===== src/rtl/disp_pkg.sv =====
// Shared display definitions: anode vector type, anode encodings and the
// select-to-anode decode used by the dual seven-segment display path.
// Encodings are stored in active-low form; polarity is applied by the
// helper functions so callers never hand-invert constants.
package disp_pkg;

    localparam int ANODE_W = 2;

    typedef logic [ANODE_W-1:0] anode_t;

    // Active-low reference encodings: bit 0 = display 1, bit 1 = display 2.
    localparam anode_t OFF_AL = 2'b11;
    localparam anode_t ON1_AL = 2'b10;
    localparam anode_t ON2_AL = 2'b01;

    function automatic anode_t polar(input anode_t code, input bit active_low);
        return active_low ? code : ~code;
    endfunction

    function automatic anode_t off_code(input bit active_low);
        return polar(OFF_AL, active_low);
    endfunction

    // select = 1 lights display 1, select = 0 lights display 2.
    function automatic anode_t decode(input logic sel, input bit active_low);
        return polar(sel ? ON1_AL : ON2_AL, active_low);
    endfunction

endpackage


===== src/rtl/blank_timer.sv =====
// Loadable down-counter that times the anode dead-time window.
// Ports:
//   clk    in   clock, rising edge
//   reset  in   asynchronous active-low reset, clears the count
//   load   in   load value into the counter this edge
//   value  in   count to load
//   busy   out  count is non-zero (blanking still in progress)
module blank_timer #(
    parameter int CNT_W = 2
) (
    input  logic             clk,
    input  logic             reset,
    input  logic             load,
    input  logic [CNT_W-1:0] value,
    output logic             busy
);

    logic [CNT_W-1:0] cnt;

    always_ff @(posedge clk or negedge reset) begin
        if (!reset) begin
            cnt <= '0;
        end else if (load) begin
            cnt <= value;
        end else if (cnt != '0) begin
            cnt <= cnt - 1'b1;
        end
    end

    assign busy = (cnt != '0);

endmodule


===== src/rtl/demux_2_1.sv =====
// Registered 1-to-2 anode demultiplexer for the dual seven-segment display.
// Converts the display-select bit into one-hot anode enables and forces both
// anodes off for BLANK_CYCLES cycles after every select change so the old
// digit's segments never ghost onto the new one.
// Ports:
//   clk        in   clock, rising edge
//   reset      in   asynchronous active-low reset
//   en         in   display enable; 0 forces both anodes off
//   select     in   1 = display 1, 0 = display 2 (already in clk domain)
//   anode_out  out  [0] = display 1, [1] = display 2, registered
module demux_2_1
    import disp_pkg::*;
#(
    parameter int BLANK_CYCLES = 2,
    parameter bit ACTIVE_LOW   = 1'b1
) (
    input  logic   clk,
    input  logic   reset,
    input  logic   en,
    input  logic   select,
    output anode_t anode_out
);

    localparam int CNT_RAW = $clog2(BLANK_CYCLES + 1);
    localparam int CNT_W   = (CNT_RAW < 1) ? 1 : CNT_RAW;
    // The change edge itself is the first OFF cycle, so the timer only
    // has to cover the remaining BLANK_CYCLES-1 cycles.
    localparam logic [CNT_W-1:0] LOAD_VAL =
        (BLANK_CYCLES > 0) ? CNT_W'(BLANK_CYCLES - 1) : '0;
    localparam anode_t OFF = off_code(ACTIVE_LOW);

    logic sel_q;
    logic change;
    logic load;
    logic busy;

    assign change = (select != sel_q);
    assign load   = change && (BLANK_CYCLES > 0);

    blank_timer #(.CNT_W(CNT_W)) u_blank_timer (
        .clk   (clk),
        .reset (reset),
        .load  (load),
        .value (LOAD_VAL),
        .busy  (busy)
    );

    always_ff @(posedge clk or negedge reset) begin
        if (!reset) begin
            sel_q     <= 1'b0;
            anode_out <= OFF;
        end else if (change) begin
            // Every change, including a revert during blanking, restarts
            // the dead-time window in full.
            sel_q <= select;
            if (BLANK_CYCLES == 0)
                anode_out <= en ? decode(select, ACTIVE_LOW) : OFF;
            else
                anode_out <= OFF;
        end else if (busy) begin
            anode_out <= OFF;
        end else begin
            anode_out <= en ? decode(sel_q, ACTIVE_LOW) : OFF;
        end
    end

endmodule


===== config.mk =====
export PLATFORM = sky130hd
export DESIGN_NAME = demux_2_1
export DESIGN_NICKNAME = d
export VERILOG_FILES = /design/src/rtl/disp_pkg.sv /design/src/rtl/blank_timer.sv /design/src/rtl/demux_2_1.sv
export SDC_FILE = /design/constraint.sdc
export NUM_CORES = 1
export LEC_CHECK = 0
export BUFFER_PORTS_ARGS = -buffer_cell sky130_fd_sc_hd__buf_2
export CAP_MARGIN = 20
export CORE_AREA = 2 2 39 41
export CTS_CLUSTER_SIZE = 30
export DETAILED_ROUTE_END_ITERATION = 8
export DIE_AREA = 0 0 41 43
export GPL_TIMING_DRIVEN = 0
export PLACE_DENSITY = 0.34
export SYNTH_ARGS = -nofsm -noshare
export SYNTH_HDL_FRONTEND = slang
export SYNTH_SLANG_ARGS = --single-unit

===== constraint.sdc =====
create_clock -name clk -period 1.4 [get_ports clk]
set_clock_uncertainty 0.15 [all_clocks]
set_input_delay 0.07 -clock clk [delete_from_list [all_inputs] [get_ports clk]]
set_output_delay 0.07 -clock clk [all_outputs]
set_load 0.01 [all_outputs]

==> run_results.csv, run 1 <==
group,metric,value,unit
power_and_ir_drop,seqPwrFrac,0.387,
timing,hold_violations,0,
place,portBuffers,5,
timing,worst_pin_slew,0.242,ns
power_and_ir_drop,worst_ir_drop_vdd,0.531,mV
critical_path,cp_max_fo,5,
yosys,syn-num-nets,22,
place,dpl.hpwl,298,microns
route,drtIter0Drc,1,
critical_path,crit_slowest_cell,"dfrtp_1",
critical_path,critPathLaunchType,"flop",
yosys,netlist_top_cells_count,"dfrtp_1, dfstp_2, inv_1, xor2_1",
final_layout,area_delta_synth_final,48.5,%
clock_network,cts_sinks,5,
grt,antenna_found_initial,0,
yosys,yosys.area.top_type,"dfrtp_1",
grt,grt_pass1_vias,187,
grt,grt_pass1_wl,662,microns
route,via_per_inst,3.47,
critical_path,critPathMaxStageDelay,0.38,ns
die,die_x,41,microns
final_layout,layout-drive-gt1-share,0.379,
status,outcome,"completed",
critical_path,required,1.37,ns
route,post-route-drc-count,0,
timing,slew_viol_final,0,
final_layout,fillers,153,
timing,finalSetupViolCount,0,
place,dp_cells,38,
clock_network,clockBufferDepth,2,
power_and_ir_drop,leakage,0.136,nW
critical_path,cp-end-kind,"flop",
final_layout,antennaDiodeCount,0,
critical_path,arrival,1.18,ns
clock_network,cts_tree,"yes",
yosys,synthFlopType,"dfrtp_1",
route,routed_wl,357,microns
timing,final.setup.tns,0,ns
clock_network,clk_pin_slew,0.04,ns
die,initial_core_util,0.151,
place,gp_congestion,0.621,
yosys,ys_seq_area_frac,0.611,
die,die_y,43,microns
final_layout,stdcell_count,45,
flow_run,cap_viol_max_count,0,
die,rows,14,
route,drt-pass1-iter-count,2,
yosys,synth.most_common_cell,"dfrtp_1",
grt,grt_overflow,0,
route,ant_nets,0,
power_and_ir_drop,pwr-share-comb,0.282,
clock_network,clkLatencyLatePin,0.24,ns
timing,relSlewSlack,0.838,
die,die_area,1760,sq um
yosys,ys_ff_latch,5,
final_layout,fin_nets,35,
power_and_ir_drop,swShare,0.289,
route,num_vias,156,
power_and_ir_drop,power.switching,143,uW
grt,track_usage,0.0634,
timing,rsz0062_at_grt,"no",
yosys,ys_warn_count,0,
die,core,1380,sq um
grt,grt_max_degree,6,
route,post_drt_wl_per_cell,7.93,microns
yosys,syn_area,209,sq um
yosys,yosys-top-cells-area,"dfrtp_1, dfstp_2, xor2_1",
power_and_ir_drop,power,494,uW
clock_network,numCtsBuffers,3,
power_and_ir_drop,internal_power,351,uW
yosys,synth_edf_count,0,
timing,layout_min_cycle_time,1.21,ns
yosys,avgSynthCellArea,12.3,sq um
critical_path,path_class,"reg -> reg",
yosys,synth_cell_types,12,
timing,finalCritPeriodShare,0.864,
yosys,yosysTopAreaCellShare,0.359,
power_and_ir_drop,powerDensity,1590,nW/um^2
critical_path,crit_chain,"inv_1, ha_1, xor2_1, nand2b_1",
power_and_ir_drop,clkPwrFrac,0.332,
yosys,synth-async-reset-ratio,1.00,
die,io_pins,6,
clock_network,cts_root_buf,"clkbuf_4",
yosys,synthCells,17,
worst_hold_path,timing.hold.worst.class,"in -> async",
clock_network,h-tree-depth,1,
timing,fmax,0.827,GHz
==> layer usage <==
layer / GRT usage / routed length [microns] / part of all wire / up-vias
met2: 0.0938 / 186 / 0.52 / 4
met4: 0.0200 / 0 / 0 / 0
met5: 0 / 0 / 0 / -
met1: 0.0584 / 154 / 0.43 / 75
li1: - / - / - / 77
met3: 0.0628 / 15 / 0.042 / 0
==> critical path: cells and delay by family (launching register included) <==
family,cells,cell delay (ns)
simple gates,1,0.06
buf+inv,1,0.06
xor+xnor,1,0.17
flops,1,0.38
fa+ha+maj,1,0.27
==> sequential cells by signal (all words and copies together) (netlist names) <==
signal	flops
u_blank_timer.cnt	2
sel_q	1
anode_out	2
==> power by group through the flow <==
stage	registers, mW	logic, mW	clock network, mW
floorplan	0.193	0.102	0
global placement	0.192	0.127	0
detailed placement	0.193	0.135	0
CTS	0.192	0.144	0.174
global route	0.195	0.154	0.193
finish	0.191	0.139	0.164
==> cell families after synthesis <==
family                     share of synthesized area
xor gates and xnor gates                      0.0838
buffers and inverters                         0.0539
DFF                                            0.611
adders and majority gates                     0.0599
AOI/OAI and AO/OA                             0.0599
and+or+nand+nor                                0.132
==> metrics by stage <==
stage / area [sq um] / hold slack, ns / setup WS, ns / util
after detailed placement: 254 / -0.257 / 0.198 / 0.184
after CTS: 310 / 0.0271 / 0.179 / 0.224
after global routing: 310 / 0.0479 / 0.146 / 0.224
after global placement: 254 / -0.263 / 0.209 / 0.184
after floorplan: 209 / -0.376 / 0.272 / -
final: 310 / 0.0273 / 0.191 / 0.224
==> path summary, 6_finish.rpt <==
path	from	endpoint	slack, ns	cells after the start
min in group clk	sel_q	anode_out[0]	0.33	1
min	reset	sel_q	0.03	2
max	u_blank_timer.cnt[0]	u_blank_timer.cnt[0]	0.19	4
max reg2reg	u_blank_timer.cnt[0]	u_blank_timer.cnt[0]	0.19	4
min reg2reg	sel_q	anode_out[0]	0.33	1
max in group asynchronous	reset	anode_out[0]	0.86	2
==> cells in the final DEF, fill, tap and decap left out <==
| master | synthesis | layout |
|---|---|---|
| xor2_1 | 2 | 2 |
| ha_1 | 1 | 1 |
| nand4_1 | 1 | 1 |
| inv_1 | 2 | 2 |
| nor2b_1 | 1 | 1 |
| a211oi_2 | 1 | 1 |
| dlygate4sd3_1 | 0 | 3 |
| nand2b_1 | 1 | 1 |
| clkbuf_1 | 1 | 2 |
| dfstp_2 | 2 | 2 |
| clkbuf_4 | 0 | 3 |
| nand3_1 | 1 | 1 |
| nor2_1 | 1 | 1 |
| buf_2 | 0 | 5 |
| dfrtp_1 | 3 | 3 |
==> area by class of cell <==
class                      instances  area (sq um)  share of cell area
sequential                         5           128               0.411
inverter                           2          7.51              0.0242
buffer                             1          3.75              0.0121
clock buffer                       4          26.3              0.0847
tap                               16          20.0              0.0645
timing repair buffer               8          55.1               0.177
multi-input combinational          9          70.1               0.226
==> what timing repair did <==
| action | 4_1_cts | 5_1_grt |
|---|---|---|
| buffers inserted | 0 | 0 |
| hold endpoints to repair | 8 | 0 |
| gates resized for setup | 0 | 0 |
| hold buffers | 3 | 0 |
(Power assumes the default switching activity.)
==> inputs of run 2 (changes only) <==
--- a/config.mk
+++ b/config.mk
@@ -12,7 +12,8 @@
 export DETAILED_ROUTE_END_ITERATION = 8
 export DIE_AREA = 0 0 41 43
 export GPL_TIMING_DRIVEN = 0
-export PLACE_DENSITY = 0.34
+export PLACE_DENSITY = 0.36
 export SYNTH_ARGS = -nofsm -noshare
 export SYNTH_HDL_FRONTEND = slang
+export SYNTH_HIERARCHICAL = 1
 export SYNTH_SLANG_ARGS = --single-unit
==> run 2 against run 1 <==
Compared with the run above: cell area increased by 20%; clock power about the same; clock-buffer cell count unchanged; cell count increased by 18%; setup slack got worse by 0.12 ns; non-clock buffer count increased by 3; routed wire length increased by 22%.
==> run_results.csv, run 2 <==
group,metric,value,unit
yosys,synth_edf_count,0,
final_layout,area_delta_synth_final,57.7,%
final_layout,reg.largest.list,"anode_out x2, u_blank_timer/cnt x2, sel_q x1",
clock_network,numCtsBuffers,3,
yosys,syn_area,236,sq um
critical_path,reg2reg_depth,4,
critical_path,path_class,"reg -> reg",
place,dp_cells,43,
clock_network,clockBufferDepth,2,
critical_path,critPathCapture,"anode_out[1]",
critical_path,regToRegStartpoint,"u_blank_timer/cnt[1]",
route,routed_wl,437,microns
final_layout,fillers,150,
yosys,yosys.area.top_type,"dfrtp_1",
critical_path,cp-end-kind,"flop",
route,drtIter0Drc,0,
grt,grt_max_degree,6,
grt,antenna_found_initial,0,
clock_network,h-tree-depth,1,
yosys,yosysTopAreaCellShare,0.317,
die,io_pins,6,
route,via_per_inst,3.55,
power_and_ir_drop,worst_ir_drop_vdd,0.817,mV
worst_hold_path,timing.hold.worst.class,"in -> async",
grt,grt_overflow,0,
timing,fmax,0.754,GHz
critical_path,cp-startpoint,"u_blank_timer/cnt[1]",
die,die_area,1760,sq um
yosys,synthCells,22,
die,initial_core_util,0.171,
critical_path,arrival,1.33,ns
final_layout,final_cell_mix,"buf_2, clkbuf_4, dlygate4sd3_1, dfrtp_1, buf_4",
die,rows,14,
yosys,synth-async-reset-ratio,1.00,
yosys,synthFlopType,"dfrtp_1",
timing,hold_violations,0,
die,die_x,41,microns
final_layout,final_common_cell,"buf_2",
die,die_y,43,microns
die,core,1380,sq um
grt,grt_pass1_wl,717,microns
clock_network,cts_root_buf,"clkbuf_4",
power_and_ir_drop,leakage,0.168,nW
critical_path,critPathLaunchType,"flop",
status,outcome,"completed",
power_and_ir_drop,powerDensity,1680,nW/um^2
timing,slew_viol_final,0,
yosys,syn-num-nets,27,
timing,finalSetupViolCount,0,
place,gp_congestion,0.626,
clock_network,cts_tree,"yes",
final_layout,layout-drive-gt1-share,0.459,
place,portBuffers,5,
final_layout,fin_nets,43,
route,drt-pass1-iter-count,1,
route,post_drt_wl_per_cell,8.25,microns
route,ant_nets,0,
yosys,ys_ff_latch,5,
yosys,ys_seq_area_frac,0.540,
critical_path,cp_max_fo,2,
yosys,netlist_top_cells_count,"dfrtp_1, inv_1",
yosys,avgSynthCellArea,10.7,sq um
flow_run,cap_viol_max_count,0,
route,num_vias,188,
final_layout,stdcell_count,53,
critical_path,rrSetupSlack,0.07,ns
critical_path,required,1.40,ns
yosys,ys_warn_count,6,
place,dpl.hpwl,301,microns
clock_network,cts_sinks,5,
timing,layout_min_cycle_time,1.33,ns
route,post-route-drc-count,0,
grt,grt_pass1_vias,186,
final_layout,antennaDiodeCount,0,
clock_network,clkLatencyLatePin,0.24,ns
yosys,yosys-top-cells-area,"dfrtp_1, dfstp_2, xor2_1",
yosys,synth_cell_types,13,
timing,hold_slack,0.0228,ns
timing,rsz0062_at_grt,"no",
clock_network,clk_pin_slew,0.05,ns
timing,finalCritPeriodShare,0.948,
critical_path,r2r_end,"anode_out[1]",
grt,track_usage,0.0647,
[run 2: area by class of cell]
| type | instances | area, sq um | area share |
|---|---|---|---|
| Buffer | 1 | 3.75 | 0.0101 |
| Clock buffer | 4 | 26.3 | 0.0705 |
| Inverter | 3 | 11.3 | 0.0302 |
| Multi-Input combinational cell | 13 | 106 | 0.285 |
| Sequential cell | 5 | 128 | 0.342 |
| Tap cell | 16 | 20.0 | 0.0537 |
| Timing Repair Buffer | 11 | 77.6 | 0.208 |
[run 2: worst min-delay path by stage]
stage	start	end	slack, ns	cells past startpoint
2_1_floorplan	reset	sel_q	-0.38	0
3_3_place_gp	reset	u_blank_timer/cnt[1]	-0.26	1
3_5_place_dp	reset	u_blank_timer/cnt[0]	-0.26	1
4_1_cts	reset	u_blank_timer/cnt[1]	0.03	2
5_1_grt	reset	u_blank_timer/cnt[1]	0.05	2
6_report	reset	u_blank_timer/cnt[1]	0.02	2
[run 2: worst max-delay path, stage by stage (launching register included)]
cell and delay, ns:
dfrtp_1 0.38, inv_2 0.07, ha_4 0.13, inv_1 0.05, or4b_1 0.47
[run 2: repair_timing]
item                                   in CTS  in global routing
endpoints found under the hold margin       8                  0
pin swaps                                   1                  1
gates resized for setup                     4                  0
buffers inserted                            3                  0
hold buffers                                3                  0
setup endpoints to repair                   1                  1
[run 2: power breakdown]
part	switching, mW	internal [mW]	total, mW
Combinational	0.113	0.148	0.261
Sequential	0.0190	0.182	0.201
Clock	0.0582	0.108	0.166
Total	0.190	0.438	0.628
[run 2: kinds of logic (layout without fill, tap and decap cells)]
family          after synthesis  count (layout)  synth area share
compound gates                2               2            0.0740
other cells                   2               2            0.0318
xor+xnor                      2               2            0.0741
flops                         5               5             0.540
buf+inv                       4              19            0.0635
simple gates                  6               6             0.164
fa+ha+maj                     1               1            0.0529
[run 2: layer usage]
metal,vias up,part of all wire,global-route usage
met5,-,0,0
met3,0,0.11,0.0471
li1,97,-,-
met2,10,0.45,0.0813
met1,81,0.44,0.0757
met4,0,0,0.0400
[run 2: stage by stage]
stage / setup TNS, ns / util / power, mW / setup slack (ns) / instance area, sq um
2_1_floorplan: 0 / - / 0.324 / 0.000362 / 236
3_3_place_gp: -0.0897 / 0.203 / 0.358 / -0.0897 / 282
3_5_place_dp: -0.0669 / 0.203 / 0.365 / -0.0669 / 282
4_1_cts: 0 / 0.269 / 0.642 / 0.0205 / 373
5_1_grt: 0 / 0.269 / 0.690 / 0.0365 / 373
6_report: 0 / 0.269 / 0.628 / 0.0732 / 373
==> inputs of run 3 (changes only) <==
==> constraint.sdc (replaced) <==
create_clock -name clk -period 1.7 [get_ports clk]
set_clock_uncertainty 0.15 [all_clocks]
set_input_delay 0.085 -clock clk [delete_from_list [all_inputs] [get_ports clk]]
set_output_delay 0.085 -clock clk [all_outputs]
set_load 0.01 [all_outputs]
==> run 3 against run 2 <==
Compared with the run above: clock power shrank 17%; sequential share of layout area grew 3.5 points; worst hold slack gained 0.014 ns; non-clock buffer count shrank 3; sequential power shrank 18%; critical path depth is the same; cell area shrank 9.4%; register-to-register slack gained 0.15 ns; cell count shrank 5.7%; global-route usage shrank 0.40 points; critical path type unchanged; largest cell class unchanged.
==> run_results.csv, run 3 (synthesized netlist as in run 2, its figures left out) <==
group,metric,value,unit
critical_path,cp_top_family,"simple AND/OR/NAND/NOR gates",
critical_path,crit_slowest_cell,"or4b_1",
timing,finalSetupViolCount,0,
clock_network,clk_pin_slew,0.05,ns
final_layout,multi_input_area,93.8,sq um
power_and_ir_drop,leakage,0.155,nW
critical_path,path_class,"reg -> reg",
flow_run,cap_viol_max_count,0,
route,routed_wl,405,microns
clock_network,cts_hold_buffers,3,
die,die_area,1760,sq um
final_layout,register_area,128,sq um
route,post_drt_wl_per_cell,8.10,microns
place,post-place-ws,0.233,ns
final_layout,layout-drive-gt1-share,0.324,
route,post-route-drc-count,0,
route,drtIter0Drc,1,
timing,hold_violations,0,
clock_network,clkLatencyLatePin,0.24,ns
route,ant_nets,0,
place,dpl.hpwl,301,microns
critical_path,crit_chain,"inv_1, ha_1, inv_1, or4b_1",
clock_network,cts_tree,"yes",
critical_path,regToRegStartpoint,"u_blank_timer/cnt[0]",
critical_path,crit_buf_inv,2,
clock_network,h-tree-depth,1,
power_and_ir_drop,clkPwrFrac,0.312,
clock_network,cts_sinks,5,
power_and_ir_drop,power.switching,131,uW
timing,finalCritPeriodShare,0.872,
final_layout,final_cell_mix,"buf_2, clkbuf_4, dlygate4sd3_1, dfrtp_1, inv_1",
route,num_vias,176,
critical_path,r2r_end,"anode_out[1]",
final_layout,stdcell_count,50,
critical_path,reg2reg_depth,4,
place,placed_area,282,sq um
power_and_ir_drop,internal_power,307,uW
critical_path,rrSetupSlack,0.22,ns
final_layout,reg.largest.list,"anode_out x2, u_blank_timer/cnt x2, sel_q x1",
power_and_ir_drop,powerDensity,1300,nW/um^2
place,gp_congestion,0.626,
final_layout,design_area,338,sq um
clock_network,clockBufferDepth,2,
critical_path,arrival,1.49,ns
place,dp_cells,43,
worst_hold_path,timing.hold.worst.class,"in -> async",
timing,final.setup.worst_slack,0.218,ns
power_and_ir_drop,power,438,uW
final_layout,final_common_cell,"buf_2",
final_layout,antennaDiodeCount,0,
die,die_y,43,microns
die,core,1380,sq um
timing,final.setup.tns,0,ns
critical_path,crit_top_cell,"inv_1",
die,rows,14,
power_and_ir_drop,worst_ir_drop_vdd,0.636,mV
die,initial_core_util,0.171,
clock_network,cts_setup_buffers,0,
grt,grt_overflow,0,
grt,grt_pass1_vias,176,
timing,fmax,0.675,GHz
clock_network,post_cts_resized,0,
critical_path,critPathMaxStageDelay,0.52,ns
clock_network,numCtsBuffers,3,
final_layout,utilization,0.244,
critical_path,critPathLaunchType,"flop",
grt,grt_max_degree,6,
route,via_per_inst,3.52,
final_layout,area_delta_synth_final,42.9,%
final_layout,fillers,149,
grt,grt_pass1_wl,669,microns
grt,antenna_found_initial,0,
power_and_ir_drop,swShare,0.299,
timing,layout_min_cycle_time,1.48,ns
timing,rsz0062_at_grt,"no",
die,die_x,41,microns
critical_path,cp_max_fo,4,
route,drt-pass1-iter-count,2,
final_layout,fin_nets,40,
status,outcome,"completed",
critical_path,cp-end-kind,"flop",
place,portBuffers,5,
critical_path,required,1.70,ns
power_and_ir_drop,pwr-share-comb,0.314,
die,io_pins,6,
clock_network,cts_root_buf,"clkbuf_4",
timing,hold_slack,0.0373,ns
power_and_ir_drop,seqPwrFrac,0.374,
timing,slew_viol_final,0,
grt,track_usage,0.0607,
## run 3: changes by cell type in the layout (fill, tap and decap cells not counted)
cell and delta:
buf_4 -3, inv_1 +2, inv_2 -2, ha_1 +1, ha_4 -1
## run 3: power by group through the flow
| stage | combinational (mW) | clock (mW) | sequential [mW] |
|---|---|---|---|
| 4_1_cts | 0.142 | 0.143 | 0.164 |
| 5_1_grt | 0.160 | 0.152 | 0.167 |
| 3_5_place_dp | 0.135 | 0 | 0.166 |
| 3_3_place_gp | 0.129 | 0 | 0.166 |
| 6_report | 0.138 | 0.137 | 0.164 |
| 2_1_floorplan | 0.102 | 0 | 0.166 |
## run 3: how the worst max path moves through the flow
stage,from,endpoint,slack (ns),cells after the start
after global placement,u_blank_timer/cnt[0],anode_out[1],0.21,4
after global routing,u_blank_timer/cnt[1],anode_out[1],0.15,4
after detailed placement,u_blank_timer/cnt[0],anode_out[1],0.23,4
after CTS,u_blank_timer/cnt[0],anode_out[1],0.21,4
final,u_blank_timer/cnt[0],anode_out[1],0.22,4
after floorplan,u_blank_timer/cnt[0],anode_out[1],0.30,4
## run 3: layout make-up
class	instances	share of cell area
flip-flops and latches	5	0.378
multi-input cells	13	0.278
plain buffers	1	0.0111
clock buffers	4	0.0778
well taps	16	0.0593
inverters	3	0.0333
repair buffers	8	0.163
## run 3: per-layer routing
metal  share of wire  GRT usage  up-vias  wire [microns]
met5               0          0        -               0
met4               0     0.0400        0               0
met3            0.12     0.0471        0              50
met2            0.42     0.0719       10             172
met1            0.45     0.0724       76             182
li1                -          -       90               -
